### config.mk
export PLATFORM = sky130hd
export DESIGN_NAME = buffer_matriz
export DESIGN_NICKNAME = d
export VERILOG_FILES = /design/src/rtl/buffer_matriz.sv
export SDC_FILE = /design/constraint.sdc
export NUM_CORES = 1
export LEC_CHECK = 0
export CAP_MARGIN = 20
export CELL_PAD_IN_SITES_DETAIL_PLACEMENT = 1
export CELL_PAD_IN_SITES_GLOBAL_PLACEMENT = 1
export CORE_ASPECT_RATIO = 1.5
export CORE_MARGIN = 3
export CORE_UTILIZATION = 43
export DETAILED_ROUTE_END_ITERATION = 8
export PLACE_DENSITY = 0.75
export SLEW_MARGIN = 20
export SYNTH_ARGS = -nofsm -noshare
export SYNTH_HDL_FRONTEND = slang
export SYNTH_SLANG_ARGS = --single-unit
### constraint.sdc
create_clock -name displayClock -period 2.6 [get_ports displayClock]
set_input_delay 0.78 -clock displayClock [delete_from_list [all_inputs] [get_ports displayClock]]
set_output_delay 0.78 -clock displayClock [all_outputs]
set_load 0.005 [all_outputs]
### src/rtl/buffer_matriz.sv
// Double-buffered 7x5 LED matrix row store.
// The writer fills the back bank one row at a time while the scanner shows the
// front bank; a requested swap is deferred until the scanner wraps from row 6
// to row 0, so a frame is never torn mid-scan.
module buffer_matriz (
  input  logic       displayClock,
  input  logic       reset,
  input  logic       escreve,
  input  logic [2:0] endereco,
  input  logic [4:0] dado,
  input  logic       troca,
  input  logic [2:0] contagem,
  output logic       pronto,
  output logic       pendente,
  output logic       erro,
  output logic [4:0] linha0,
  output logic [4:0] linha1,
  output logic [4:0] linha2,
  output logic [4:0] linha3,
  output logic [4:0] linha4,
  output logic [4:0] linha5,
  output logic [4:0] linha6
);

  typedef enum logic {LIVRE, ESPERA} state_t;

  state_t     state_q;
  logic       sel_q;
  logic       erro_q;
  logic       erro_d;
  logic [2:0] prev_q;
  logic [4:0] bankA_q [7];
  logic [4:0] bankB_q [7];

  logic       boundary;
  logic       writeOk;

  // Only the wrap from the last row back to the first marks a frame edge.
  assign boundary = (prev_q == 3'd6) && (contagem == 3'd0);

  // Writes are only taken while no swap is waiting, so the back bank is
  // stable from the moment a swap is requested until it happens.
  assign writeOk = escreve && pronto && (endereco != 3'd7);
  assign erro_d  = escreve && pronto && (endereco == 3'd7);

  assign pendente = (state_q == ESPERA);
  assign pronto   = ~pendente;
  assign erro     = erro_q;

  // Front bank straight out of the registers: sel_q=0 shows bank A.
  assign linha0 = sel_q ? bankB_q[0] : bankA_q[0];
  assign linha1 = sel_q ? bankB_q[1] : bankA_q[1];
  assign linha2 = sel_q ? bankB_q[2] : bankA_q[2];
  assign linha3 = sel_q ? bankB_q[3] : bankA_q[3];
  assign linha4 = sel_q ? bankB_q[4] : bankA_q[4];
  assign linha5 = sel_q ? bankB_q[5] : bankA_q[5];
  assign linha6 = sel_q ? bankB_q[6] : bankA_q[6];

  // Swap control: request latches in LIVRE, bank select flips on the frame edge.
  always_ff @(posedge displayClock) begin
    if (reset) begin
      state_q <= LIVRE;
      sel_q   <= 1'b0;
      erro_q  <= 1'b0;
      prev_q  <= 3'd0;
    end else begin
      prev_q <= contagem;
      erro_q <= erro_d;
      case (state_q)
        LIVRE: begin
          if (troca) begin
            state_q <= ESPERA;
          end
        end
        ESPERA: begin
          if (boundary) begin
            state_q <= LIVRE;
            sel_q   <= ~sel_q;
          end
        end
        default: state_q <= LIVRE;
      endcase
    end
  end

  // Row storage: an accepted write always lands in whichever bank is hidden.
  always_ff @(posedge displayClock) begin
    if (reset) begin
      for (int i = 0; i < 7; i++) begin
        bankA_q[i] <= 5'b00000;
        bankB_q[i] <= 5'b00000;
      end
    end else if (writeOk) begin
      if (sel_q) begin
        bankA_q[endereco] <= dado;
      end else begin
        bankB_q[endereco] <= dado;
      end
    end
  end

endmodule

; Yosys cells after proc, flatten, opt, wreduce, memory -nomap -nowiden
; Memories as Yosys holds them, arrays and structs flattened.
; Index checks and enable logic that the tools add are counted.
[totals]
in_bits = 15
mem_bits_ro = 0
wordCells = 45
out_inout_bits = 38
memories = 2
ff_bits = 6
mem_bits_rw = 70
latch_bits = 0
[memory_table]
columns = name, depth, width, rd, rd_clocked_by_memory_dff, write_ports, line
row1 = bankA_q, 7, 5, 7, 0, 7, 32  ; logic [4:0] bankA_q [7];
row2 = bankB_q, 7, 5, 7, 0, 7, 33  ; logic [4:0] bankB_q [7];
[classes]
n_reduce_logical = 8
div_mod_pow = 0
mux = 26
shifts = 0
eq_ne = 3
order_cmp = 0
n_mul = 0
addsub = 0
bitwise_logic = 2
[ops]
columns = cell, n
row1 = $mux 5, 9
row2 = $mux 1, 14
row3 = $reduce_or 5->1, 2
row4 = $eq 3x3->1 const B, 2
row5 = $mux 3, 2
row6 = $logic_and 1x1->1, 4
row7 = $logic_not 3->1, 1
row8 = $ne 3x3->1 const B, 1
row9 = $not 1->1, 2
row10 = $pmux 1 s2, 1
row11 = $reduce_and 2->1, 1

; Depth between registers and ports, before layout
[logic_depth]
word_depth = 8
depth_mapped = 5
ltp_nobuf = 3

; Least setup slack after synthesis
; OpenSTA, ideal clock, no wires.
[synth_timing]
path_type = input -> register
startpoint = input escreve
endpoint = memory bankB_q[5][0], enable pin
setup_time_ns = 0.374
arrival_ns = 1.803
path_stages = 3
required_ns = 2.226
setup_slack_ns = 0.423
path_buffers = 0
cell_sequence = nor3b_1 > nand2_1 > o21ai_0
[synth_rtl]
columns = element, line
row1 = start: declaration, 8  ; input logic escreve,
row2 = end: declaration, 33

; Worst setup path in the final report
[layout_timing]
startpoint = register sel_q
endpoint = output linha0[4]
[layout_via]
elab_chain_len = 1
[layout_rtl]
columns = element, line
row1 = start: declaration, 28  ; logic sel_q;
row2 = start signal: assignment, 78  ; sel_q <= ~sel_q;
row3 = $mux 5, 51  ; assign linha0 = sel_q ? bankB_q[0] : bankA_q[0];
row4 = end: declaration, 16  ; output logic [4:0] linha0,
; Every way passes these cells.

==> results.md <==
- Status: finished clean
- Number of synthesized flops with an enable pin: 60
- Endpoint class of the critical path: output port
- TritonCTS Buffers: 9
- Worst slew pin tran: 502 ps
- Hold Crit Start: bankB_q[6][3]$_SDFFE_PP0P_
- First-pass GRT wire length: 13.6 mm
- Die height: 116 um
- Root Driver: clkbuf_16
- Drt first pass iters: 6
- Buffers on Ports: 52
- Clk buf depth: 2
- Post-route minimum period: 2500 ps
- Reg2reg end: bankA_q[2][2]$_SDFFCE_PN0P_
- Hold crit path type: reg -> reg
- Worst Path Max Fanout: 21
- WL per Instance: 18.5 um
- DP HPWL: 6.30 mm
- Rows: 39
- Max-slew headroom at the worst pin: 66.2%
- FF/Latch Area: 0.00213 mm^2
- RSZ-0062 raised after global routing: false
- H-tree depth: 3
- Synth-to-Final Area Change: 31.8%
- Type of origin of the critical path: register
- Crit share post-route: 96.2%
- Fillers: 776
- FMAX: 400 MHz
- Fin Clk Skew: 6.61 ps
- Clock slew at reported path FFs: 60 ps
- Initial antenna violation count: 0
- Layout cells sized above 1: 23.4%
- Synth warnings: 0
- Largest net degree at the start of global routing: 22
- CTS tree: built
- Vias/cell: 5.28
- Footprint of the multi-input gates: 0.00129 mm^2
- Post-route DRC: 0
- Post-Synthesis Cells: 273
- Final hold violation count: 0
- Layout Nets: 360
- Setup TNS: 0 ps
- Worst path required time: 1820 ps
- Worst Hold Depth: 2
- GPL Wtd Cong: 0.766
- Netlist cell types: 33
- Critical R2R Launch: sel_q$_SDFFE_PP0P_
- Final core utilization: 59.4%
- Post-Syn Nets: 288
- Via count: 2,388
- Mapped Area: 0.00350 mm^2
- Sequential-to-total area share from yosys stat: 60.7%
- # IOs: 53
- Final setup fails: 0
- Synth Flop Type: edfxtp_1
- ANT cells: 0
- Worst Path Class, Setup: reg -> out
- Number of global-route vias before repair: 2,546
- GRT Util Overall: 19.9%
- Starting Density: 45.1%
- Reg2Reg Setup Slack: 890 ps
- Clk sinks: 76
- Worst vdd ir: 370 uV
- Core area: 0.00776 mm^2
- Post-synth ARST share: 0%
- Hold Path Sink: bankB_q[6][3]$_SDFFE_PP0P_
- Power, Total: 0.00290 W
- Skew-Pair Late Insertion Delay: 330 ps
- Die footprint: 0.00927 mm^2
- Maxcap violations: 0
- FF-to-FF path depth: 4
- Congestion Overflow GR: 0
- Syn Area/Cell: 12.8 um^2
- Pwr dens: 629 mW/mm^2
- Die W: 79.6 um
- Crit path DAT: 1720 ps
- Number of routed nets with antenna violations: 0
- Pins over their slew limit: 0
- Lkg Pwr: 1.78 nW
- WL final: 8.35 mm
- DR iter-0 viols: 134
- Synth Register Bits: 76
- Hold Buf Count CTS: 0
==> stage by stage <==
step	instance area (um^2)	instances	hold WS (ps)	setup slack (ps)
after global routing	4610	452	486	40.9
after global placement	4290	436	444	112
after detailed placement	4290	436	457	50.7
after floorplan	3500	273	435	423
after CTS	4610	452	470	34.8
final	4610	452	464	97.6
==> cell usage after synthesis, types with 4 or more instances <==
master / instances / area, um^2
and2_1: 40 / 250
buf_2: 7 / 35.0
dfxtp_1: 16 / 320
edfxtp_1: 60 / 1800
inv_1: 4 / 15.0
mux2_2: 36 / 405
mux2i_1: 10 / 100
nand2_1: 33 / 124
nand3_1: 4 / 20.0
nor2_1: 25 / 93.8
nor2b_1: 4 / 25.0
nor3_2: 5 / 50.1
==> flip-flops by register name, indices dropped and copies added (netlist names) <==
signal    count
sel_q         1
erro          1
bankB_q      35
prev_q        3
pendente      1
bankA_q      35
==> placed cells by master (no fill, tap or decap), types with 2 or more instances in the layout <==
master           count
a41o_1               2
and2_1              40
buf_12               4
buf_4               17
bufinv_16            2
clkbuf_1             2
clkbuf_16            9
clkdlybuf4s50_1     52
dfxtp_1             15
edfxtp_1            60
inv_1                4
mux2_2              36
mux2i_1             10
nand2_1             33
nand3_1              4
nor2_1              25
nor2b_1              4
nor3_1               2
nor3_2               5
nor3b_1              2
nor4_2               2
nor4_4               2
or4b_1               2
==> worst max-delay path: stages (launching register included) <==
cell and delay, ps:
dfxtp_4 390, buf_12 170, mux2_2 360, clkdlybuf4s50_1 460
==> timing repair <==
| item | in CTS | in global routing |
|---|---|---|
| gates resized for setup | 0 | 1 |
| hold endpoints to repair | 0 | 0 |
| setup endpoints to repair | 0 | 1 |
| setup buffers | 0 | 0 |
==> cells by family after synthesis <==
kind of cell    after synthesis  share of synthesized area (%)
compound gates                4                          0.930
buf+inv                      16                           2.29
flops                        76                           60.7
mux                          46                           14.5
simple gates                131                           21.6
==> worst max-delay path by stage <==
stage                             from                           to  slack, ps  depth (start not counted)
floorplan                      escreve      bankB_q[5][0]$_DFFE_PP_        420                          3
global placement               escreve  bankA_q[2][2]$_SDFFCE_PN0P_        110                          4
detailed placement             escreve  bankA_q[2][2]$_SDFFCE_PN0P_         50                          4
CTS                 sel_q$_SDFFE_PP0P_                    linha0[4]         30                          3
global route        sel_q$_SDFFE_PP0P_                    linha0[3]         40                          3
finish              sel_q$_SDFFE_PP0P_                    linha0[4]        100                          3
==> power breakdown <==
group          internal [W]  switching [W]  total, W
registers           0.00135      0.0000148   0.00137
logic             0.0000987       0.000109  0.000208
clock network      0.000865       0.000462   0.00133
total               0.00232       0.000586   0.00290
==> cell type report <==
| class | instances | share of cell area [%] |
|---|---|---|
| Clock buffer | 12 | 5.35 |
| Clock inverter | 4 | 1.57 |
| Inverter | 4 | 0.326 |
| Multi-Input combinational cell | 181 | 28.1 |
| Sequential cell | 76 | 46.1 |
| Tap cell | 102 | 2.77 |
| Timing Repair Buffer | 73 | 15.8 |
==> metal layers <==
metal  vias to the layer above  part of all wire, %  track usage (%)
met1                      1195                   38             22.6
met5                         -                    0                0
met2                        59                   56             35.9
met3                        19                  3.3             2.78
met4                         0                  2.9             10.6
li1                       1115                    -                -
Note: power is estimated with default switching activity, not from simulation.
